$ cat src/rtl/sram_pkg.sv
// Shared definitions for the SRAM arbiter/mux and its client-side engines.
package sram_pkg;

   localparam int SRAM_ADDR_W = 16;
   localparam int SRAM_DATA_W = 8;

   // Arbiter state codes; a client slot is granted when the arbiter sits in its code.
   typedef enum logic [2:0] {
      ARB_IDLE = 3'b000,
      ARB_BUS  = 3'b001,
      ARB_NODE = 3'b010,
      ARB_SYM  = 3'b011,
      ARB_MC   = 3'b100
   } arb_state_t;

   // Requester-side burst engine states.
   typedef enum logic [2:0] {
      CL_IDLE,
      CL_WAIT_GRANT,
      CL_WRITE,
      CL_READ,
      CL_DONE
   } client_fsm_t;

endpackage

$ cat src/rtl/sram_beat_counter.sv
// Burst bookkeeping: current address (wraps modulo 2^ADDR_W) and remaining-beat down-counter.
module sram_beat_counter #(
   parameter int ADDR_W = 16,
   parameter int LEN_W  = 4
) (
   input  logic              clk,
   input  logic              n_rst,
   input  logic              load,
   input  logic              step,
   input  logic [ADDR_W-1:0] load_addr,
   input  logic [LEN_W-1:0]  load_len,
   output logic [ADDR_W-1:0] addr,
   output logic [LEN_W-1:0]  beats,
   output logic              last
);

   // Load on command accept, otherwise advance one beat per completed transfer.
   always_ff @(posedge clk or negedge n_rst) begin
      if (!n_rst) begin
         addr  <= '0;
         beats <= '0;
      end else if (load) begin
         addr  <= load_addr;
         beats <= load_len;
      end else if (step) begin
         addr  <= addr + 1'b1;
         beats <= beats - 1'b1;
      end
   end

   // beats holds "remaining minus one", so zero marks the final beat.
   assign last = (beats == '0);

endmodule

$ cat src/rtl/sram_client_port.sv
// Requester engine for one SRAM arbiter client slot: accepts a burst command,
// waits for the slot grant, issues beats, and returns read data with a strobe.
module sram_client_port
   import sram_pkg::*;
#(
   parameter int          ADDR_W    = SRAM_ADDR_W,
   parameter int          DATA_W    = SRAM_DATA_W,
   parameter logic [2:0]  CLIENT_ID = 3'b001,
   parameter int          RD_LAT    = 1,
   parameter int          LEN_W     = 4
) (
   input  logic              clk,
   input  logic              n_rst,
   input  logic [2:0]        grant_state,
   input  logic              req,
   input  logic              we,
   input  logic [ADDR_W-1:0] start_addr,
   input  logic [LEN_W-1:0]  burst_len,
   input  logic [DATA_W-1:0] wdata,
   output logic              wdata_ready,
   output logic [DATA_W-1:0] rdata,
   output logic              rdata_valid,
   output logic              busy,
   output logic              done,
   output logic [ADDR_W-1:0] mem_addr,
   output logic              mem_read,
   output logic              mem_write,
   output logic [DATA_W-1:0] mem_wdata,
   input  logic [DATA_W-1:0] mem_rdata
);

   localparam logic [1:0] LAT_MAX = 2'(RD_LAT);

   client_fsm_t       state, state_nxt;
   logic              we_q;
   logic [1:0]        lat_q;
   logic              granted;
   logic              load, step, capture, lat_clr, lat_inc;
   logic [ADDR_W-1:0] addr_q;
   logic [LEN_W-1:0]  beats_q;
   logic              last_beat;

   assign granted = (grant_state == CLIENT_ID);

   sram_beat_counter #(
      .ADDR_W (ADDR_W),
      .LEN_W  (LEN_W)
   ) u_beat_counter (
      .clk       (clk),
      .n_rst     (n_rst),
      .load      (load),
      .step      (step),
      .load_addr (start_addr),
      .load_len  (burst_len),
      .addr      (addr_q),
      .beats     (beats_q),
      .last      (last_beat)
   );

   // FSM state register.
   always_ff @(posedge clk or negedge n_rst) begin
      if (!n_rst) state <= CL_IDLE;
      else        state <= state_nxt;
   end

   // Next state and strobes; mem_read/mem_write follow the grant compare combinationally
   // so a lost grant drops them in the same cycle and no beat completes.
   always_comb begin
      state_nxt   = state;
      load        = 1'b0;
      step        = 1'b0;
      capture     = 1'b0;
      lat_clr     = 1'b0;
      lat_inc     = 1'b0;
      mem_read    = 1'b0;
      mem_write   = 1'b0;
      wdata_ready = 1'b0;
      done        = 1'b0;
      case (state)
         CL_IDLE: begin
            if (req) begin
               load      = 1'b1;
               state_nxt = CL_WAIT_GRANT;
            end
         end
         CL_WAIT_GRANT: begin
            lat_clr = 1'b1;
            if (granted) state_nxt = we_q ? CL_WRITE : CL_READ;
         end
         CL_WRITE: begin
            if (granted) begin
               mem_write   = 1'b1;
               wdata_ready = 1'b1;
               step        = 1'b1;
               if (last_beat) state_nxt = CL_DONE;
            end else begin
               state_nxt = CL_WAIT_GRANT;
            end
         end
         CL_READ: begin
            if (granted) begin
               mem_read = 1'b1;
               if (lat_q == LAT_MAX) begin
                  capture = 1'b1;
                  step    = 1'b1;
                  lat_clr = 1'b1;
                  if (last_beat) state_nxt = CL_DONE;
               end else begin
                  lat_inc = 1'b1;
               end
            end else begin
               // Partial read beat is abandoned; its latency count restarts on regrant.
               lat_clr   = 1'b1;
               state_nxt = CL_WAIT_GRANT;
            end
         end
         CL_DONE: begin
            done      = 1'b1;
            state_nxt = CL_IDLE;
         end
         default: state_nxt = CL_IDLE;
      endcase
   end

   // Latch burst direction with the command; ignored while busy since load only fires in IDLE.
   always_ff @(posedge clk or negedge n_rst) begin
      if (!n_rst)    we_q <= 1'b0;
      else if (load) we_q <= we;
   end

   // Read latency counter, 0..RD_LAT per beat.
   always_ff @(posedge clk or negedge n_rst) begin
      if (!n_rst)       lat_q <= '0;
      else if (lat_clr) lat_q <= '0;
      else if (lat_inc) lat_q <= lat_q + 1'b1;
   end

   // Capture read data at the end of the beat; the strobe qualifies it the following cycle.
   always_ff @(posedge clk or negedge n_rst) begin
      if (!n_rst) begin
         rdata       <= '0;
         rdata_valid <= 1'b0;
      end else begin
         rdata_valid <= capture;
         if (capture) rdata <= mem_rdata;
      end
   end

   assign busy      = (state != CL_IDLE);
   assign mem_addr  = addr_q;
   assign mem_wdata = mem_write ? wdata : '0;

endmodule

$ cat config.mk
export PLATFORM = sky130hd
export DESIGN_NAME = sram_client_port
export DESIGN_NICKNAME = d
export VERILOG_FILES = /design/src/rtl/sram_pkg.sv /design/src/rtl/sram_beat_counter.sv /design/src/rtl/sram_client_port.sv
export SDC_FILE = /design/constraint.sdc
export NUM_CORES = 1
export LEC_CHECK = 0
export BUFFER_PORTS_ARGS = -buffer_cell sky130_fd_sc_hd__buf_2
export CAP_MARGIN = 10
export CORE_UTILIZATION = 35
export CTS_BUF_LIST = sky130_fd_sc_hd__clkbuf_8
export DETAILED_ROUTE_END_ITERATION = 16
export PLACE_DENSITY = 0.67
export SYNTH_ARGS = -nofsm -noshare
export SYNTH_HDL_FRONTEND = slang
export SYNTH_SLANG_ARGS = --single-unit
export TNS_END_PERCENT = 10
$ cat constraint.sdc
create_clock -name clk -period 2.1 [get_ports clk]
set_input_delay 0.42 -clock clk [delete_from_list [all_inputs] [get_ports clk]]
set_output_delay 0.42 -clock clk [all_outputs]
set_load 0.01 [all_outputs]
==> metrics.txt, run 1 <==
outcome finished, final reports clean; PD cells 979 nW/µm²; Worst EP arrival 1610 ps; synthesized area per cell 9.47 µm²; final period utilization 96.6%; area grow syn2layout 34.8%; Net Switching 0.000864 W; WL final 4170 µm; root buffer cell clkbuf_8; Port Buffers 80; Async SR Flop Fraction 100%; # nets final 328; share of the yosys chip area belonging to registers 47.7%; Crit Path Category flop to primary output; Post-DP HPWL 2970 µm; post-synth top area share 47.7%; Tmin final 2030 ps; post-synthesis cell type count 32; combinational fraction of design power 28.3%; die height 74.5 µm; grt ovf 0; commonest non-fill, non-tap cell in the layout buf_2; layout cells sized above 1 39.9%; core area 5070 µm²; commonest non-fill, non-tap cells in the layout buf_2, dfrtp_1, nand2_1, nor2_1, o21ai_0; Worst Path Required 1680 ps; Initial Util 36.2%; drt pass-1 iters 4; class of the worst hold path input pin to asynchronous set/reset pin; max-slew violation count 0; Hold Buf Count CTS 0; GRT Overall Usage 15.7%; CP Capture Type primary output; insertion delay to the later sink of the worst-skew pair 290 ps; EDFF count, synth 0; Clock Path Buffers 2; Clk pwr share 25.2%; crit-path cells nor4b_4 -> nand2_2 -> nor2_2 -> buf_2 -> and2_1 -> buf_2; Synth area leader dfrtp_1; routed wl met2 1940 µm; wire length on met3 202 µm; critical path peak fanout 5; number of global-route vias before repair 1,476; largest net degree at the start of global routing 36; via/cell ratio 4.85; number of core rows 26; yosys warns 0; Worst Path Buf+Inv 2; first-pass GRT wire length 6610 µm; gpl congestion 0.776; crit path launch type flop; met1 wire length 1970 µm; endpoints failing setup 0; n_diodes 0; Mapped Area 1840 µm²; R2R Setup Slk 130 ps; slew margin rel. 48.9%; Ports 81; design area 2480 µm²; depth of the CTS H-tree 2; share of power burned in registers 46.4%; DIE AREA 5550 µm²; ranking of synthesized cells by area dfrtp_1, mux2_2, o21ai_0; final hold vios 0; Num CTS Buffers 5; max incr delay on CP 410 ps; Place WS -5.92 ps; CTS tree built; Sink Count 35; worst-margin pin slew 767 ps; leakage power 1.24 nW; Mapped Cells 194; Setup Skew 8.83 ps; remaining antenna violation count 0; final core occ 48.8%; Vias 1,711; Slowest-stage cell, CP dfrtp_1; die width 74.5 µm; DR WL/cell 11.8 µm; MaxCap Viol Count 0; f_max 493 MHz; Most used DFF post-synth dfrtp_1; initial antenna violation count 0; crit-path leading delay family simple AND/OR/NAND/NOR gates; DR iter-0 viols 88; DRC Markers 0; Internal 0.00156 W; Max VDD drop 736 µV; fin worst setup slack 71.5 ps; Syn Nets 240; Sw Ratio 35.6%; hold_ws 195 ps; Max Used Layer met4; crit-path most repeated cell buf_2; placed cell areas 2340 µm²; clock-pin slew on the worst setup and hold paths 80 ps; #FFs+latches synth 35
-- worst reg2reg max path, delay by kind of cell (launching register included) --
family          cells  cell delay, ps
flops               1             410
buf+inv             2             270
simple gates        3            1060
compound gates      1             160
-- routing by layer --
layer	vias to the layer above	track usage, %
li1	874	-
met1	784	19.9
met2	48	24.9
met3	5	4.47
met4	0	6.92
met5	-	0
-- Yosys cell counts, drive strengths merged, types with 3 or more instances --
master	n
a21oi	3
a31oi	13
and2	10
and3	4
clkbuf	7
dfrtp	35
ha	3
inv	6
mux2	9
nand2	19
nand2b	3
nand3	5
nand4	8
nor2	18
o21ai	17
o31ai	4
or3	8
or4	4
xor2	4
-- through the flow --
step / instances / TNS [ps] / total power (W)
after global placement: 342 / 0 / 0.00180
after CTS: 351 / 0 / 0.00245
final: 353 / 0 / 0.00243
after global routing: 353 / -65.2 / 0.00261
after floorplan: 194 / 0 / 0.00150
after detailed placement: 342 / -5.92 / 0.00183
-- registers in the layout, indices dropped and copies added (netlist names) --
signal / cells
u_beat_counter.addr: 16
u_beat_counter.beats: 4
lat_q: 2
we_q: 1
state: 3
rdata_valid: 1
rdata: 8
-- final cells by class --
class	count	area, µm²
clock buffers	5	68.8
clock inverters	3	43.8
fillers	496	2600
inverters	6	22.5
multi-input cells	144	905
flip-flops and latches	35	877
well taps	70	87.6
repair buffers	90	473
-- kinds of logic (layout without fill, tap and decap cells) --
logic type | after synthesis | in the layout | synth area share, %
buffers and inverters | 15 | 104 | 3.40
xor gates and xnor gates | 6 | 6 | 2.86
muxes | 10 | 10 | 6.06
DFF | 35 | 35 | 47.7
AOI/OAI and AO/OA | 38 | 38 | 11.8
and+or+nand+nor | 87 | 87 | 26.1
adders and majority gates | 3 | 3 | 2.04
-- power by group through the flow --
stage | logic (W) | registers, W | clock network (W)
floorplan | 0.000347 | 0.00115 | 0
global placement | 0.000675 | 0.00113 | 0
detailed placement | 0.000693 | 0.00114 | 0
CTS | 0.000698 | 0.00113 | 0.000626
global route | 0.000794 | 0.00116 | 0.000652
finish | 0.000687 | 0.00113 | 0.000612
-- path summary, 6_finish.rpt --
kind | start | endpoint | depth (start not counted)
hold / removal | n_rst | u_beat_counter.addr[14] | 1
setup / recovery | state[2] | mem_wdata[5] | 6
max in group asynchronous | n_rst | state[1] | 1
setup reg to reg | state[2] | u_beat_counter.addr[15] | 6
min in group clk | we | we_q | 3
hold reg to reg | lat_q[1] | lat_q[1] | 2
-- timing repair --
item,4_1_cts,5_1_grt
pin swaps,1,2
buffers inserted,1,1
setup endpoints to repair,8,8
endpoints found under the hold margin,0,0
resized for setup,0,4
cloned,0,1
Power figures use the tool's default switching activity.
==> inputs of run 2 (changes only) <==
SYNTH_HIERARCHICAL = 1   (was default)
==> run 2 against run 1 <==
- global-route usage rose by 0.12 points
- die area is 4.8% higher
- utilization up 0.87 points
- via count is 5.7% lower
- register-to-register slack lost 30 ps
- combinational power increased by 16%
- synthesized cell count decreased by 4.6%
- worst setup slack improved by 26 ps
- worst hold slack got worse by 1.7 ps
- largest power group unchanged
- highest routed layer unchanged
==> metrics.txt, run 2 <==
Post-synth top cells dfrtp_1, nand2_1, o21ai_0, xor2_1; Top Registers u_beat_counter/addr (16), rdata (8), u_beat_counter/beats (4); final hold vios 0; WL final 4400 µm; Worst EP arrival 2170 ps; share of the yosys chip area belonging to registers 45.4%; Final Power 0.00253 W; R2R Setup Slk 100 ps; filler instances 518; Mapped Cells 185; die height 76.2 µm; Worst Path Required 2270 ps; DR iter-0 viols 68; drt pass-1 iters 4; Ports 81; clock-pin slew on the worst setup and hold paths 80 ps; core area 5200 µm²; Max VDD drop 558 µV; leakage power 1.25 nW; Synth area leader dfrtp_1; commonest non-fill, non-tap cells in the layout buf_2, dfrtp_1, nand2_1, o21ai_0, buf_4; hold_ws 193 ps; Async SR Flop Fraction 100%; Crit Path Category flop to flop; die width 76.2 µm; gpl congestion 0.755; first-pass GRT wire length 7360 µm; Clock Path Buffers 2; Port Buffers 80; max-slew violation count 0; final period utilization 95.3%; critical path peak fanout 5; f_max 499 MHz; EDFF count, synth 0; Tmin final 2000 ps; root buffer cell clkbuf_8; reg2reg start state[1]; Setup Skew 4.11 ps; MaxCap Viol Count 0; PD cells 979 nW/µm²; #FFs+latches synth 35; DRC Markers 0; Sink Count 35; Initial Util 37.0%; ranking of synthesized cells by area dfrtp_1, mux2_4, xor2_1; remaining antenna violation count 0; post-synthesis cell type count 44; post-cts sizing count 0; Syn Nets 231; largest net degree at the start of global routing 36; worst r2r path cells 8; non-filler cells, final 344; DR WL/cell 12.8 µm; Most used DFF post-synth dfrtp_1; endpoints failing setup 0; placed insts 336; Num CTS Buffers 5; outcome finished, final reports clean; CP Capture Type flop; number of global-route vias before repair 1,532; Setup Fix Bufs, Post-CTS 0; depth of the CTS H-tree 2; synthesized area per cell 10.4 µm²; GRT Overall Usage 15.8%; count leader, synth dfrtp_1; worst-margin pin slew 753 ps; number of core rows 26; initial antenna violation count 0; max reg flops 16; reg-to-reg critical path endpoint u_beat_counter/addr[5]; area grow syn2layout 34.1%; layout cells sized above 1 44.2%; DIE AREA 5810 µm²; post-synth top area share 45.4%; yosys warns 6; slew margin rel. 49.8%; commonest non-fill, non-tap cell in the layout buf_2; Vias 1,613; class of the worst hold path input pin to asynchronous set/reset pin; Mapped Area 1930 µm²; final core occ 49.7%; Post-DP HPWL 3280 µm; # nets final 319; Hold Buf Count CTS 0; grt ovf 0; via/cell ratio 4.69; Most flops, register u_beat_counter/addr; n_diodes 0; Place WS -52.2 ps; crit path launch type flop; fin worst setup slack 97.8 ps; unrepaired setup endpoints after global routing true; insertion delay to the later sink of the worst-skew pair 290 ps; CTS tree built
==> run 2: routing by layer <==
metal	vias up	global-route usage (%)	part of all wire [%]
met5	-	0	0
met4	0	4.04	0.66
met3	4	4.79	6.5
met2	51	24.6	46
met1	734	21.4	47
li1	824	-	-
==> run 2: kinds of logic after synthesis <==
group	after synthesis	share of synthesized area (%)
buffers and inverters	16	5.13
flip-flops	35	45.4
multiplexers	12	8.50
AND/OR/NAND/NOR	76	23.9
AO/OA/AOI/OAI	29	8.70
XOR/XNOR	14	6.36
adder cells (fa/ha/maj)	3	1.95
==> run 2: metrics by stage <==
step | cell area (µm²) | TNS [ps]
after global routing | 2590 | -27.7
final | 2590 | 0
after global placement | 2470 | 0
after CTS | 2580 | 0
after detailed placement | 2470 | -126
after floorplan | 1960 | -295
==> run 2: cell type report <==
cell class	count	area (µm²)	share of cell area [%]
inverters	4	15.0	0.581
flip-flops and latches	35	877	33.9
multi-input cells	134	992	38.4
clock inverters	3	47.5	1.84
repair buffers	93	498	19.3
well taps	70	87.6	3.39
clock buffers	5	68.8	2.66
==> run 2: worst max path at each step <==
stage | start | to | depth (start not counted)
final | state[1] | u_beat_counter/addr[5] | 8
after global routing | lat_q[1] | u_beat_counter/addr[15] | 8
after CTS | state[1] | u_beat_counter/addr[15] | 7
after detailed placement | grant_state[1] | u_beat_counter/addr[15] | 8
after global placement | grant_state[1] | u_beat_counter/addr[15] | 8
after floorplan | grant_state[2] | u_beat_counter/addr[13] | 9
==> run 2: where the power goes <==
part           total, W  internal [W]  leakage (nW)  switching, W
Clock          0.000619      0.000359        0.0587      0.000259
Combinational  0.000798      0.000386         0.748      0.000412
Sequential      0.00112      0.000878         0.446      0.000238
==> run 2: critical path, stage by stage, from the launching register on <==
cell and delay, ps:
dfrtp_2 450, and4bb_1 240, and3_4 170, or2_1 270
and4_1 270, buf_4 160, nand3_1 90, xor2_1 150
o21ai_0 80
